`src/rtl/byte_serial_add_sequencer_pkg.sv`:
```
// rtl/byte_serial_add_sequencer_pkg.sv - shared FSM encoding and slice width for the byte-serial adder
package byte_serial_add_sequencer_pkg;

   localparam int BYTE = 8;

   typedef enum logic [1:0] {
      ST_IDLE = 2'd0,
      ST_RUN  = 2'd1,
      ST_DONE = 2'd2
   } state_t;

endpackage

```
`src/rtl/byte_serial_add_sequencer_eight_bit_adder.sv`:
```
// rtl/byte_serial_add_sequencer_eight_bit_adder.sv - the single 8-bit adder slice shared by all passes
module byte_serial_add_sequencer_eight_bit_adder
   import byte_serial_add_sequencer_pkg::*;
(
   input  logic [BYTE-1:0] x,
   input  logic [BYTE-1:0] y,
   input  logic            cy_in,
   output logic [BYTE-1:0] s,
   output logic            cy8
);

   logic [BYTE:0] sum;

   always_comb begin
      sum = {1'b0, x} + {1'b0, y} + {{BYTE{1'b0}}, cy_in};
      s   = sum[BYTE-1:0];
      cy8 = sum[BYTE];
   end

endmodule

```
`src/rtl/byte_serial_add_sequencer.sv`:
```
// rtl/byte_serial_add_sequencer.sv - WIDTH-bit add/sub sequenced one byte per cycle through one slice
module byte_serial_add_sequencer
   import byte_serial_add_sequencer_pkg::*;
#(
   parameter int WIDTH = 32
)
(
   input  logic             clk,
   input  logic             rst,
   input  logic             start,
   input  logic             sub,
   input  logic [WIDTH-1:0] a,
   input  logic [WIDTH-1:0] b,
   output logic             ready,
   output logic             done,
   output logic [WIDTH-1:0] result,
   output logic             cout,
   output logic             overflow,
   output logic             zero
);

   localparam int NBYTES = WIDTH / BYTE;
   localparam int IDX_W  = $clog2(NBYTES);

   state_t             state_q, state_d;
   logic [IDX_W-1:0]   idx_q, idx_d;
   logic [WIDTH-1:0]   a_q, a_d;
   logic [WIDTH-1:0]   b_q, b_d;
   logic               carry_q, carry_d;
   logic               a_sign_q, a_sign_d;
   logic               b_sign_q, b_sign_d;
   logic [WIDTH-1:0]   result_q, result_d;
   logic               cout_q, cout_d;
   logic               ovf_q, ovf_d;
   logic               zero_q, zero_d;

   logic [BYTE-1:0]    slice_x, slice_y, slice_s;
   logic               slice_cy8;
   logic               accept;
   logic               last_pass;

   always_comb begin
      accept    = start && (state_q == ST_IDLE || state_q == ST_DONE);
      last_pass = (idx_q == IDX_W'(NBYTES - 1));
   end

   // Byte mux feeding the shared slice from the current pass index.
   always_comb begin
      slice_x = '0;
      slice_y = '0;
      for (int i = 0; i < NBYTES; i++) begin
         if (idx_q == IDX_W'(i)) begin
            slice_x = a_q[i*BYTE +: BYTE];
            slice_y = b_q[i*BYTE +: BYTE];
         end
      end
   end

   byte_serial_add_sequencer_eight_bit_adder u_slice (
      .x     (slice_x),
      .y     (slice_y),
      .cy_in (carry_q),
      .s     (slice_s),
      .cy8   (slice_cy8)
   );

   always_ff @(posedge clk) begin
      if (rst) begin
         state_q <= ST_IDLE;
      end else begin
         state_q <= state_d;
      end
   end

   always_comb begin
      state_d = state_q;
      case (state_q)
         ST_IDLE: if (start)     state_d = ST_RUN;
         ST_RUN:  if (last_pass) state_d = ST_DONE;
         ST_DONE: state_d = start ? ST_RUN : ST_IDLE;
         default: state_d = ST_IDLE;
      endcase
   end

   always_comb begin
      ready = (state_q == ST_IDLE) || (state_q == ST_DONE);
      done  = (state_q == ST_DONE);
   end

   // Subtraction is folded in at accept time: B' = ~b and carry-in = 1.
   always_comb begin
      idx_d    = idx_q;
      a_d      = a_q;
      b_d      = b_q;
      carry_d  = carry_q;
      a_sign_d = a_sign_q;
      b_sign_d = b_sign_q;
      result_d = result_q;
      cout_d   = cout_q;
      ovf_d    = ovf_q;
      zero_d   = zero_q;
      if (accept) begin
         a_d      = a;
         b_d      = sub ? ~b : b;
         carry_d  = sub;
         a_sign_d = a[WIDTH-1];
         b_sign_d = sub ? ~b[WIDTH-1] : b[WIDTH-1];
         idx_d    = '0;
      end else if (state_q == ST_RUN) begin
         for (int i = 0; i < NBYTES; i++) begin
            if (idx_q == IDX_W'(i)) begin
               result_d[i*BYTE +: BYTE] = slice_s;
            end
         end
         carry_d = slice_cy8;
         if (last_pass) begin
            idx_d  = '0;
            cout_d = slice_cy8;
            zero_d = ~|result_d;
            ovf_d  = (a_sign_q == b_sign_q) && (result_d[WIDTH-1] != a_sign_q);
         end else begin
            idx_d = idx_q + IDX_W'(1);
         end
      end
   end

   always_ff @(posedge clk) begin
      if (rst) begin
         idx_q    <= '0;
         a_q      <= '0;
         b_q      <= '0;
         carry_q  <= 1'b0;
         a_sign_q <= 1'b0;
         b_sign_q <= 1'b0;
         result_q <= '0;
         cout_q   <= 1'b0;
         ovf_q    <= 1'b0;
         zero_q   <= 1'b1;
      end else begin
         idx_q    <= idx_d;
         a_q      <= a_d;
         b_q      <= b_d;
         carry_q  <= carry_d;
         a_sign_q <= a_sign_d;
         b_sign_q <= b_sign_d;
         result_q <= result_d;
         cout_q   <= cout_d;
         ovf_q    <= ovf_d;
         zero_q   <= zero_d;
      end
   end

   always_comb begin
      result   = result_q;
      cout     = cout_q;
      overflow = ovf_q;
      zero     = zero_q;
   end

endmodule

```
`config.mk`:
```
export PLATFORM = sky130hd
export DESIGN_NAME = byte_serial_add_sequencer
export DESIGN_NICKNAME = d
export VERILOG_FILES = /design/src/rtl/byte_serial_add_sequencer_pkg.sv /design/src/rtl/byte_serial_add_sequencer_eight_bit_adder.sv /design/src/rtl/byte_serial_add_sequencer.sv
export SDC_FILE = /design/constraint.sdc
export NUM_CORES = 1
export LEC_CHECK = 0
export CAP_MARGIN = 20
export CORE_MARGIN = 2
export CORE_UTILIZATION = 40
export CTS_BUF_LIST = sky130_fd_sc_hd__clkbuf_8
export DETAILED_ROUTE_END_ITERATION = 8
export GPL_TIMING_DRIVEN = 0
export PLACE_DENSITY_LB_ADDON = 0.08
export SLEW_MARGIN = 5
export SYNTH_ARGS = -nofsm -noshare
export SYNTH_HDL_FRONTEND = slang
export SYNTH_SLANG_ARGS = --single-unit
```
`constraint.sdc`:
```
create_clock -name clk -period 3.6 [get_ports clk]
set_input_delay 0.72 -clock clk [delete_from_list [all_inputs] [get_ports clk]]
set_output_delay 0.72 -clock clk [all_outputs]
set_load 0.1 [all_outputs]
```
After elaboration in Yosys (flattened, before gate mapping)
Cells that the tools add are included.
{"block": "op_classes", "bitwise": 3, "reduce_logical": 12, "n_mux": 29, "eq_ne": 9, "add_sub_neg": 3}
{"op": "two-way mux 8 bit", "count": 20}
{"op": "two-way mux 32 bit", "count": 1}
{"op": "NOT 32 bit", "count": 1}
{"op": "OR reduction 32 bit", "count": 1}
{"op": "adder 8 x 8 -> 9 bit", "count": 1}
{"op": "adder 9 x 1 -> 9 bit", "count": 1}
{"op": "equality test 2 bit (second input constant)", "count": 3}
{"op": "two-way mux 2 bit", "count": 3}
{"op": "one-hot mux 2 bit (3 select lines)", "count": 1}
{"op": "equality test 2 x 1 -> 1 bit (second input constant)", "count": 2}
{"op": "zero test 2 bit", "count": 2}
{"op": "two-way mux 1 bit", "count": 4}
{"op": "!= test 2 bit (second input constant)", "count": 2}
{"op": "AND reduction 2 bit", "count": 2}
{"op": "AND reduction 3 bit", "count": 1}
{"op": "adder 2 x 1 -> 2 bit (second input constant)", "count": 1}
{"op": "logical AND 1 bit", "count": 2}
{"op": "NOT 1 bit", "count": 2}
{"op": "nonzero test 2 bit", "count": 1}
{"op": "OR reduction 2 bit", "count": 1}
{"op": "equality test 1 bit", "count": 1}
{"op": "zero test 1 bit", "count": 1}
{"op": "logical OR 1 bit", "count": 1}
{"op": "!= test 1 bit", "count": 1}
{"block": "totals", "input_bits": 68, "reg_bits": 106, "elab_cells": 67}

Longest topological paths before layout
{"block": "logic_depth", "depth_word": 12, "mapped_depth": 19}

By module
A second synthesis with hierarchy kept.
{"block": "hier_totals", "cells_unflattened": 619, "area_unflattened_um2": 4966.0}
{"mod": "byte_serial_add_sequencer", "seq_area_each_um2": 2082.0, "instances": 1, "cells_each": 581, "area_per_inst_um2": 4653.2}
{"mod": "byte_serial_add_sequencer_eight_bit_adder", "seq_area_each_um2": 0.0, "instances": 1, "cells_each": 38, "area_per_inst_um2": 312.8}

Least setup slack after synthesis
Ideal clock, no wire load.
{"block": "synth_path", "path_type": "flip-flop to flip-flop", "from": "register idx_q[1]", "to": "register zero_q (netlist: zero)", "stages_incl_launch_ff": 19, "path_buffers": 3, "path_slack_ps": -126, "period_less_slack_ps": 3726, "setup_time_ps": 69, "arrival_ps": 3657, "cell_sequence": "dfxtp_1 inv_1 ha_1 buf_2 clkbuf_1 buf_1 a21oi_1 nor2_1 a21oi_1 o21ai_0 fa_1 fa_1 a211oi_2 o21bai_1 a211oi_1 nor2_1 o32ai_2 o2111ai_1 o21ai_1"}
{"block": "synth_via", "elab_chain_len": 12}
{"item": "start, declared", "line": "byte_serial_add_sequencer.sv:26", "source": "logic [IDX_W-1:0] idx_q, idx_d;"}
{"item": "start signal, assigned", "line": "byte_serial_add_sequencer.sv:140", "source": "idx_q <= idx_d;"}
{"item": "zero test 2 bit", "line": "byte_serial_add_sequencer.sv:52, byte_serial_add_sequencer.sv:111"}
{"item": "two-way mux 8 bit (4 in a row)", "line": "byte_serial_add_sequencer.sv:52", "source": "if (idx_q == IDX_W'(i)) begin"}
{"item": "adder 8 x 8 -> 9 bit", "line": "byte_serial_add_sequencer_eight_bit_adder.sv:15", "source": "sum = {1'b0, x} + {1'b0, y} + {{BYTE{1'b0}}, cy_in};"}
{"item": "adder 9 x 1 -> 9 bit", "line": "byte_serial_add_sequencer_eight_bit_adder.sv:15"}
{"item": "two-way mux 8 bit", "line": "byte_serial_add_sequencer.sv:111", "source": "if (idx_q == IDX_W'(i)) begin"}
{"item": "two-way mux 8 bit", "line": "byte_serial_add_sequencer.sv:109", "source": "end else if (state_q == ST_RUN) begin"}
{"item": "two-way mux 8 bit", "line": "byte_serial_add_sequencer.sv:102", "source": "if (accept) begin"}
{"item": "OR reduction 32 bit", "line": "byte_serial_add_sequencer.sv:119", "source": "zero_d = ~|result_d;"}
{"item": "zero test 1 bit", "line": "byte_serial_add_sequencer.sv:119"}
{"item": "end signal, assigned", "line": "byte_serial_add_sequencer.sv:149", "source": "zero_q <= zero_d;"}
{"item": "end, declared", "line": "byte_serial_add_sequencer.sv:35", "source": "logic zero_q, zero_d;"}
Several ways; a longest one is shown, not always the timed one. The select of a mux whose other input is x is not followed.
A chain may end at the register's enable or synchronous reset.

Final worst setup path
Ends and elaborated chain as after synthesis.

==> results.json <==
{
  "synthTopCellsByArea": "dfxtp_1 (39%), nand2_1 (12%), a21oi_1 (9.9%), nor2_1 (6.4%), xnor2_1 (5.8%)",
  "routedWlPerCell_um": 16.6,
  "power.density_mw_per_mm2": 379,
  "area_growth_pct": 37.6,
  "path_delay_family": "compound AO/OA/AOI/OAI gates",
  "track_usage": 0.240,
  "crit_buf_inv": 3,
  "use_met2": 0.430,
  "multi_input_area_mm2": 0.00311,
  "path_max_fanout": 10,
  "power_w": 0.00276,
  "rr_worst_depth": 15,
  "power.leakage_nw": 2.69,
  "ys_ff_latch": 104,
  "p_sw_w": 0.000947,
  "syn_area_per_cell_um2": 7.44,
  "grt_start_max_net_pins": 18,
  "synth_area_mm2": 0.00528,
  "die_w_um": 119,
  "r2r_start": "idx_q[1]",
  "slowest_delay_ns": 0.43,
  "synth_top_area_share": 0.394,
  "use_met1": 0.295,
  "final-instance-count-excl-fill": 1028,
  "critPathCaptureType": "flip-flop",
  "path_cells": "buf_4 > ha_2 > buf_4 > clkbuf_4 > nand2_1 > o21ai_4 > fa_2 > fa_2 > a211oi_4 > o21bai_2 > a211oi_2 > nor2_4 > o32ai_2 > o2111ai_1 > o21ai_1",
  "grt.busiest_layer": "met2",
  "clock-sinks": 104,
  "finalSetupViolCount": 1,
  "combPwrFrac": 0.293,
  "async_flop_share": 0,
  "ys_seq_area_frac": 0.394,
  "grt_first_pass_wirelength_um": 26700,
  "dp_cells": 984,
  "synth_edf_count": 0,
  "grt_pass1_vias": 5150,
  "start_kind": "flip-flop",
  "clockPowerShare": 0.250,
  "std_cell_rows": 41,
  "dieArea_mm2": 0.0141,
  "worst_slack_ns": -0.0437,
  "root_buffer": "clkbuf_8",
  "fin_crit_sh": 1.01,
  "portBuffers": 102,
  "cap_violations": 0,
  "startpoint": "idx_q[1]",
  "run_status": "complete, but fails checks",
  "ir_drop_v": 0.000198,
  "power.internal_w": 0.00181,
  "fin_area_mm2": 0.00727,
  "ys_dominant_reg_cell": "dfxtp_1",
  "clock_path_buffers": 2,
  "die_h_um": 119,
  "place_hpwl_um": 12700,
  "ios": 105,
  "grt_overflow": 0,
  "regArea_mm2": 0.00209,
  "maxSlewHeadroom": 0.347,
  "synth_top_cell_by_area": "dfxtp_1",
  "crit_type": "flip-flop to flip-flop",
  "drtIter0Drc": 294,
  "num-fill-cells": 1239,
  "drt-total-wl_um": 17100,
  "drc": 0,
  "clk_latency_ns": 0.40,
  "drive_gt1_frac": 0.124,
  "cp.required_ns": 3.94,
  "syn_nets": 791,
  "ys_warn_count": 0,
  "tightest_slew_ns": 0.976,
  "tritoncts": "built",
  "firstDrtPassIters": 4,
  "routed_via_density": 5.21,
  "drtAntennaViolNets": 0,
  "final_common_cell": "nand2_1",
  "start_util": 0.413,
  "place_congestion": 0.874,
  "fin_worst_skew_ns": 0.00949,
  "min_path_type": "flip-flop to flip-flop",
  "regToRegSetupSlack_ns": -0.04,
  "cp_slowest_cell": "fa_2",
  "dp_slack_ns": -1.09,
  "antenna_found_initial": 0,
  "clk_pin_slew_ns": 0.11,
  "mostFrequentLayoutCells": "nand2_1 (161), dfxtp_1 (102), clkdlybuf4s50_1 (102), a21oi_1 (99), nor2_1 (87)",
  "nets": 933,
  "synthCells": 710,
  "vias": 5359,
  "fin_crit_ns": 3.64,
  "whs_path_depth": 2,
  "ys_types": 51,
  "coreArea_mm2": 0.0128,
  "cts_htree_levels": 3,
  "gr-usage-met3": 0.0316,
  "fin_util": 0.569,
  "crit_cells": 15,
  "placed_area_mm2": 0.00652,
  "min_from": "a_q[26]",
  "slew_viol_final": 0,
  "cts_buffers": 9,
  "power.share.sequential": 0.457,
  "rsz0062_at_grt": "true",
  "fmax_ghz": 0.274,
  "violations": "negative setup slack",
  "hold_viol": 0,
  "cp.arrival_ns": 3.98,
  "netSwitchingFraction": 0.343,
  "diodes": 0
}
final timing paths:
kind / end
min reg2reg: a_q[26]
max reg2reg: zero
max: zero
min: a_q[26]
synthesized netlist by cell type (all sizes together), types with 4 or more instances:
| cell | instances |
|---|---|
| a211oi | 40 |
| a21oi | 104 |
| clkbuf | 39 |
| dfxtp | 104 |
| nand2b | 4 |
| ha | 11 |
| a21o | 4 |
| o21ai | 27 |
| xnor2 | 35 |
| nor2 | 90 |
| inv | 8 |
| nand2 | 164 |
| buf | 17 |
| nor3 | 14 |
| nor2b | 4 |
cell families (layout without fill, tap and decap cells):
group,after synthesis,in the layout,synth area share
AO/OA/AOI/OAI,199,199,0.231
adder cells (fa/ha/maj),13,13,0.0336
multiplexers,3,3,0.00569
buffers and inverters,64,210,0.0514
XOR/XNOR,35,35,0.0580
AND/OR/NAND/NOR,292,292,0.226
flip-flops,104,104,0.394
power groups by stage:
stage / combinational, W / clock (W) / sequential, W
after floorplan: 0.000397 / 0 / 0.00133
after global placement: 0.000687 / 0 / 0.00128
after detailed placement: 0.000691 / 0 / 0.00128
after CTS: 0.000784 / 0.000699 / 0.00126
after global routing: 0.000870 / 0.000745 / 0.00127
final: 0.000809 / 0.000690 / 0.00126
worst min-delay path: cells and delay by family, from the launching register on:
kind               cells  cell delay (ns)
and+or+nand+nor        1             0.05
AOI/OAI and AO/OA      1             0.05
DFF                    1             0.32
stage by stage:
stage | hold WS, ns | setup TNS, ns
3_3_place_gp | 0.446 | -15.25
5_1_grt | 0.484 | -0.168
4_1_cts | 0.461 | 0
2_1_floorplan | 0.437 | 0
3_5_place_dp | 0.447 | -16.59
6_report | 0.462 | -0.0437
state kept, by name, indices dropped and copies added, names as in the netlist:
register  count
state_q       2
carry_q       1
overflow      1
a_q          32
result       32
zero          1
cout          1
idx_q         2
b_q          32
layout make-up:
cell class | count | area share
Inverter | 8 | 0.00516
Tap cell | 172 | 0.0296
Buffer | 53 | 0.0485
Clock buffer | 9 | 0.0170
Sequential cell | 104 | 0.287
Timing Repair Buffer | 134 | 0.179
Multi-Input combinational cell | 542 | 0.427
Clock inverter | 6 | 0.00602
routing by layer:
metal	vias up	share of wire
met5	-	0
met4	0	0.018
met3	27	0.041
met2	141	0.51
met1	2507	0.43
li1	2684	-
timing repair:
action / CTS / global route
pin swaps: 18 / 18
hold buffers: 0 / 0
endpoints found under the setup margin: 28 / 12
gates cloned: 0 / 0
resized for setup: 75 / 22
buffers inserted: 24 / 9
No activity file was read; power rests on OpenSTA's default activity.
